**config.mk**
```make
export PLATFORM = sky130hd
export DESIGN_NAME = gf_sqrt_iter_flat
export DESIGN_NICKNAME = d
export VERILOG_FILES = /design/src/rtl/gf_pkg.sv /design/src/rtl/gf_sqrt_iter_if.sv /design/src/rtl/gf_sq_reduce.sv /design/src/rtl/gf_sqrt_iter.sv /design/src/flat_wrapper.sv
export SDC_FILE = /design/constraint.sdc
export NUM_CORES = 1
export LEC_CHECK = 0
export CELL_PAD_IN_SITES_DETAIL_PLACEMENT = 1
export CELL_PAD_IN_SITES_GLOBAL_PLACEMENT = 1
export CORE_MARGIN = 5
export CORE_UTILIZATION = 31
export DETAILED_ROUTE_END_ITERATION = 12
export DONT_BUFFER_PORTS = 1
export PLACE_DENSITY_LB_ADDON = 0.1
export REMOVE_ABC_BUFFERS = 1
export SLEW_MARGIN = 20
export SYNTH_ARGS = -nofsm -noshare
export SYNTH_HDL_FRONTEND = slang
export SYNTH_SLANG_ARGS = --single-unit
```
**constraint.sdc**
```tcl
create_clock -name clk -period 3.9 [get_ports clk]
set_input_delay 0.78 -clock clk [delete_from_list [all_inputs] [get_ports clk]]
set_output_delay 0.78 -clock clk [all_outputs]
set_load 0.005 [all_outputs]
```
**src/rtl/gf_pkg.sv**
```systemverilog
// ---------------------------------------------------------------------------
// gf_pkg -- shared definitions for the Galois-field library.
//   GF_N_DEFAULT     default field degree m of GF(2^m)
//   AES_POLY         x^8 + x^4 + x^3 + x + 1, the usual GF(2^8) modulus
//   SQ_W / sq_width  width of an unreduced square (2N-1 bits)
//   gf_sqrt_state_t  state encoding of the iterative square-root unit
// ---------------------------------------------------------------------------
package gf_pkg;

  localparam int         GF_N_DEFAULT = 8;
  localparam logic [8:0] AES_POLY     = 9'h11B;
  localparam int         SQ_W         = 2 * GF_N_DEFAULT - 1;

  typedef enum logic [1:0] {
    IDLE = 2'd0,
    RUN  = 2'd1,
    DONE = 2'd2
  } gf_sqrt_state_t;

  // Width of the unreduced square of an n-bit field element.
  function automatic int sq_width(input int n);
    return 2 * n - 1;
  endfunction

endpackage

```
**src/rtl/gf_sqrt_iter_if.sv**
```systemverilog
// ---------------------------------------------------------------------------
// gf_sqrt_iter_if -- operand/result handshake bundle of the square-root unit.
//   in_valid/in_ready/in_data/prim   operand channel (upstream -> unit)
//   out_valid/out_ready/out_data     result channel  (unit -> downstream)
//   master: the side that offers operands and consumes results
//   slave : the square-root unit itself
// ---------------------------------------------------------------------------
interface gf_sqrt_iter_if #(parameter int N = 8) ();

  logic         in_valid;
  logic         in_ready;
  logic [N-1:0] in_data;
  logic [N:0]   prim;
  logic         out_valid;
  logic         out_ready;
  logic [N-1:0] out_data;

  modport master (
    output in_valid, in_data, prim, out_ready,
    input  in_ready, out_valid, out_data
  );

  modport slave (
    input  in_valid, in_data, prim, out_ready,
    output in_ready, out_valid, out_data
  );

endinterface

```
**src/rtl/gf_sq_reduce.sv**
```systemverilog
// ---------------------------------------------------------------------------
// gf_sq_reduce -- combinational GF(2^N) squaring: a^2 mod prim.
//   a_i     field element, polynomial basis (bit i = coeff of x^i)
//   prim_i  modulus polynomial, bit N expected to be 1
//   sq_o    a^2 reduced modulo prim
// Squaring in characteristic 2 has no cross terms, so the product is just the
// input bits spread to even positions; the high half is then folded down.
// ---------------------------------------------------------------------------
module gf_sq_reduce
  import gf_pkg::*;
#(
  parameter int N = GF_N_DEFAULT
) (
  input  logic [N-1:0] a_i,
  input  logic [N:0]   prim_i,
  output logic [N-1:0] sq_o
);

  localparam int W = sq_width(N);

  logic [W-1:0] prod_s;

  // Spread a into even bit positions, then cancel bits 2N-2..N from the top
  // down by XORing prim shifted so its MSB sits on the bit being cleared.
  always_comb begin
    prod_s = '0;
    for (int i = 0; i < N; i++) begin
      prod_s[2*i] = a_i[i];
    end
    for (int j = W - 1; j >= N; j--) begin
      if (prod_s[j]) begin
        prod_s = prod_s ^ (W'(prim_i) << (j - N));
      end else begin
        prod_s = prod_s;
      end
    end
  end

  assign sq_o = prod_s[N-1:0];

endmodule

```
**src/rtl/gf_sqrt_iter.sv**
```systemverilog
// ---------------------------------------------------------------------------
// gf_sqrt_iter -- iterative GF(2^N) square root, sqrt(a) = a^(2^(N-1)).
//   clk    rising-edge clock
//   rst_n  synchronous active-low reset
//   bus    gf_sqrt_iter_if slave: operand (in_valid/in_ready/in_data/prim)
//          and result (out_valid/out_ready/out_data) handshakes
// An accepted operand is squared N-1 times, one squaring per clock, modulo
// the prim captured at accept. The result is held until out_ready; a new
// operand is only taken in IDLE (no overlap with RUN or DONE).
// ---------------------------------------------------------------------------
module gf_sqrt_iter
  import gf_pkg::*;
#(
  parameter int N = GF_N_DEFAULT
) (
  input logic          clk,
  input logic          rst_n,
  gf_sqrt_iter_if.slave bus
);

  localparam int              CW   = $clog2(N);
  localparam logic [CW-1:0]   LAST = CW'(N - 2);

  gf_sqrt_state_t state_q, state_d;
  logic [N-1:0]   acc_q, acc_d;
  logic [N:0]     prim_q, prim_d;
  logic [CW-1:0]  cnt_q, cnt_d;
  logic           out_valid_q, out_valid_d;
  logic [N-1:0]   out_q, out_d;
  logic           in_ready_q, in_ready_d;
  logic [N-1:0]   sq_s;

  gf_sq_reduce #(.N(N)) u_sq (
    .a_i    (acc_q),
    .prim_i (prim_q),
    .sq_o   (sq_s)
  );

  // Next-state and datapath control; outputs are registered from the _d values.
  always_comb begin
    state_d     = state_q;
    acc_d       = acc_q;
    prim_d      = prim_q;
    cnt_d       = cnt_q;
    out_valid_d = out_valid_q;
    out_d       = out_q;
    case (state_q)
      IDLE: begin
        if (bus.in_valid && in_ready_q) begin
          acc_d   = bus.in_data;
          prim_d  = bus.prim;
          cnt_d   = '0;
          state_d = RUN;
        end else begin
          state_d = IDLE;
        end
      end
      RUN: begin
        acc_d = sq_s;
        cnt_d = cnt_q + CW'(1);
        // The last squaring lands directly in the output register so
        // out_valid rises on the same edge as the final squaring.
        if (cnt_q == LAST) begin
          out_valid_d = 1'b1;
          out_d       = sq_s;
          state_d     = DONE;
        end else begin
          state_d = RUN;
        end
      end
      DONE: begin
        if (bus.out_ready) begin
          out_valid_d = 1'b0;
          out_d       = '0;
          state_d     = IDLE;
        end else begin
          state_d = DONE;
        end
      end
      default: begin
        out_valid_d = 1'b0;
        out_d       = '0;
        state_d     = IDLE;
      end
    endcase
    // Registered ready tracks the state being entered, so it is high
    // exactly while the unit sits in IDLE.
    in_ready_d = (state_d == IDLE);
  end

  // State and datapath registers with synchronous active-low reset.
  always_ff @(posedge clk) begin
    if (!rst_n) begin
      state_q     <= IDLE;
      acc_q       <= '0;
      prim_q      <= '0;
      cnt_q       <= '0;
      out_valid_q <= 1'b0;
      out_q       <= '0;
      in_ready_q  <= 1'b0;
    end else begin
      state_q     <= state_d;
      acc_q       <= acc_d;
      prim_q      <= prim_d;
      cnt_q       <= cnt_d;
      out_valid_q <= out_valid_d;
      out_q       <= out_d;
      in_ready_q  <= in_ready_d;
    end
  end

  assign bus.in_ready  = in_ready_q;
  assign bus.out_valid = out_valid_q;
  assign bus.out_data  = out_q;

endmodule

```
**src/flat_wrapper.sv**
```systemverilog
// flat-port wrapper written by rule: the top's interface ports become plain ports
module gf_sqrt_iter_flat import gf_pkg::*;
#(
  parameter int N = GF_N_DEFAULT
)
  (clk, rst_n, bus_in_valid, bus_in_data, bus_prim, bus_out_ready, bus_in_ready, bus_out_valid, bus_out_data);
  gf_sqrt_iter_if #(.N(N)) bus_i ();
  input logic clk;
  input logic rst_n;
  input wire logic [$bits(bus_i.in_valid)-1:0] bus_in_valid;
  input wire logic [$bits(bus_i.in_data)-1:0] bus_in_data;
  input wire logic [$bits(bus_i.prim)-1:0] bus_prim;
  input wire logic [$bits(bus_i.out_ready)-1:0] bus_out_ready;
  output wire logic [$bits(bus_i.in_ready)-1:0] bus_in_ready;
  output wire logic [$bits(bus_i.out_valid)-1:0] bus_out_valid;
  output wire logic [$bits(bus_i.out_data)-1:0] bus_out_data;
  assign bus_i.in_valid = bus_in_valid;
  assign bus_i.in_data = bus_in_data;
  assign bus_i.prim = bus_prim;
  assign bus_i.out_ready = bus_out_ready;
  assign bus_in_ready = bus_i.in_ready;
  assign bus_out_valid = bus_i.out_valid;
  assign bus_out_data = bus_i.out_data;
  gf_sqrt_iter #(.N(N)) u_core (.clk(clk), .rst_n(rst_n), .bus(bus_i));
endmodule
```
==> impl_metrics.py <==
metrics = {
    "status": {
        "run_status": "complete, no violations",
    },
    "detailed_routing": {
        "vias": 2527,
        "dr.pass1.iters": 5,
        "wl_per_cell_microns": 17.4,
        "ant_nets": 0,
        "drt_drc_violations_left": 0,
        "wl_microns": 7980,
        "via_per_inst": 5.51,
        "initialDrtViolationCount": 78,
    },
    "final_layout": {
        "nets": 376,
        "multi_input_area_sq_um": 1850,
        "layout-drive-gt1-share": 0.0847,
        "fillers": 1044,
        "register_area_sq_um": 621,
        "syn_to_final_growth_pct": 7.03,
        "antennaDiodeCount": 0,
    },
    "floorplanning": {
        "ios": 31,
        "start_util": 0.319,
        "die_y_microns": 102,
        "fp.dieArea_sq_um": 10400,
        "num_rows": 33,
        "core_area_sq_um": 8260,
        "die_w_microns": 102,
    },
    "setup_path": {
        "arrival_ns": 3.52,
        "crit_start": "u_core.prim_q[6]",
        "reg2reg_from": "u_core.prim_q[6]",
        "cp_max_fo": 24,
        "cp-start-kind": "register",
        "endpoint_kind": "register",
        "cp_data_required_time_ns": 4.12,
        "critPathKind": "register to register",
    },
    "synth": {
        "yosysWarningCount": 0,
        "synth_ff_type": "dfxtp_1",
        "synth_edf_count": 0,
        "ys_seq_area_frac": 0.236,
        "ys_types": 66,
        "syn-mean-instance-area_sq_um": 7.18,
        "ys_ff_latch": 31,
        "syn-cell-area_sq_um": 2630,
        "async_reset_ff_frac": 0,
        "syn_inst": 367,
    },
    "place": {
        "place_congestion": 0.773,
        "hpwl_microns": 5950,
        "io_buffer_count": 0,
    },
    "clock_network": {
        "numCtsBuffers": 5,
        "cts_root_buffer": "clkbuf_8",
        "clock_path_buffers": 2,
        "htreeDepth": 2,
        "postCtsHoldBufs": 0,
        "clk-insertion-delay-late_ns": 0.28,
        "cts_tree": "done",
        "cts_resized": 0,
        "clk_pin_slew_ns": 0.07,
        "clock_sinks": 31,
        "cts_setup_buffers": 0,
    },
    "sta": {
        "min_period_ns": 3.29,
        "maxSlewHeadroom": 0.390,
        "max_freq_mhz": 304,
        "period_share": 0.844,
        "clock_skew_ns": 0.00505,
        "whs_ns": 0.464,
        "setup-violations-final": 0,
        "worst_slew_pin_slew_ns": 0.913,
        "slew_violations": 0,
        "hold_viol": 0,
        "tns_ns": 0,
        "rsz0062_at_grt": "no",
    },
    "pwr": {
        "cellPowerDensity_nw_per_um2": 316,
        "p_leak_uw": 0.000985,
        "peakVddDrop_mv": 0.164,
    },
    "grt": {
        "grt_max_degree": 25,
        "grt_usage": 0.162,
        "grt_overflow_total": 0,
        "antenna_found_initial": 0,
        "first_global_vias": 2646,
        "grt_pass1_wl_microns": 13600,
    },
    "hold_path": {
        "min_from": "u_core.prim_q[2]",
        "min_path_type": "register to register",
    },
    "job": {
        "cap_violations": 0,
    },
}
critical path, stage by stage, from the launching register on:
cell and delay [ns]:
dfxtp_1 0.92, xnor2_1 0.28, o22ai_1 0.28, nor3_1 0.11
or3_1 0.42, a21oi_1 0.33, xor2_2 0.27, nand2_1 0.11
xnor2_1 0.34, a22o_1 0.18
synth_stat cells, types with 2 or more instances:
cell type	instances	area [sq um]
nor2b_1	6	37.5
o21bai_1	2	15.0
buf_1	3	11.3
nor4_1	2	12.5
a31oi_1	8	50.1
clkinv_1	2	7.51
a21boi_0	2	15.0
nand3b_1	2	15.0
a32o_1	3	30.0
o211ai_1	3	22.5
a21oi_1	24	120
nor2_1	20	75.1
mux2_2	3	33.8
o22ai_1	2	12.5
nand2_1	75	282
clkbuf_1	20	75.1
buf_2	5	25.0
ha_1	2	25.0
and2_1	4	25.0
xor2_1	5	43.8
o31ai_1	3	22.5
nand3_1	15	75.1
nor3b_1	2	15.0
xnor2_1	24	210
and3_1	6	37.5
o2111ai_1	2	17.5
o21ai_0	22	110
o211a_1	5	50.1
or3_1	3	18.8
mux2i_1	4	40.0
a211oi_1	2	15.0
dfxtp_1	31	621
a22o_1	6	52.6
nor3_1	3	15.0
nand4b_1	2	17.5
nand2b_1	11	68.8
inv_1	3	11.3
buf_6	2	22.5
layout by cell type (no fill, tap or decap), types with 4 or more instances in the layout:
cell type / instances
o211a_1: 5
a21oi_1: 24
mux2i_1: 4
xnor2_1: 24
xor2_1: 5
clkbuf_8: 6
a22o_1: 6
and3_1: 6
a31oi_1: 8
nor2b_1: 6
nor2_1: 20
o21ai_0: 22
dfxtp_1: 31
nand3_1: 15
buf_4: 10
nand2_1: 75
nand2b_1: 11
and2_1: 4
cell type report:
class | count | area share
tap | 105 | 0.0466
clock inverter | 2 | 0.0124
inverter | 6 | 0.00799
sequential | 31 | 0.220
multi-input combinational | 299 | 0.657
timing repair buffer | 10 | 0.0266
clock buffer | 6 | 0.0293
where the power goes:
part | internal, uW | leakage [uW] | switching, uW
Sequential | 332 | 0.000252 | 36.2
Combinational | 84.1 | 0.000671 | 112
Clock | 207 | 0.0000612 | 120
Total | 622 | 0.000985 | 268
state kept, by name, summed over array words and instances (netlist names):
signal / flops
u_core.bus.out_valid: 1
u_core.acc_q: 8
u_core.prim_q: 8
u_core.bus.in_ready: 1
u_core.state_q: 2
u_core.bus.out_data: 8
u_core.cnt_q: 3
cells by family (layout without fill, tap and decap cells):
| family | after synthesis | in the layout | synth area share |
|---|---|---|---|
| mux | 8 | 8 | 0.0337 |
| xor+xnor | 31 | 31 | 0.112 |
| buf+inv | 37 | 24 | 0.0613 |
| compound gates | 100 | 100 | 0.259 |
| fa+ha+maj | 2 | 2 | 0.00950 |
| simple gates | 158 | 158 | 0.289 |
| flops | 31 | 31 | 0.236 |
metrics by stage:
step | power [uW] | util | worst slack [ns] | area, sq um | instances
floorplan | 507 | - | 0.569 | 2490 | 336
global placement | 569 | 0.327 | 0.662 | 2700 | 451
detailed placement | 572 | 0.327 | 0.627 | 2700 | 451
CTS | 907 | 0.341 | 0.588 | 2820 | 459
global route | 946 | 0.341 | 0.336 | 2820 | 459
finish | 890 | 0.341 | 0.608 | 2820 | 459
metal layers:
metal	global-route usage	up-vias	part of all wire
met5	0	-	0
met4	0.0313	0	0.0081
met3	0.0294	9	0.027
met2	0.251	30	0.45
met1	0.237	1223	0.51
li1	-	1265	-
path summary, 6_finish.rpt:
kind         slack (ns)                      to  cells past startpoint
max                0.61  u_core.bus.out_data[4]                      9
min                0.46        u_core.prim_q[2]                      2
max reg2reg        0.61  u_core.bus.out_data[4]                      9
min reg2reg        0.46        u_core.prim_q[2]                      2
(Power assumes the default switching activity.)
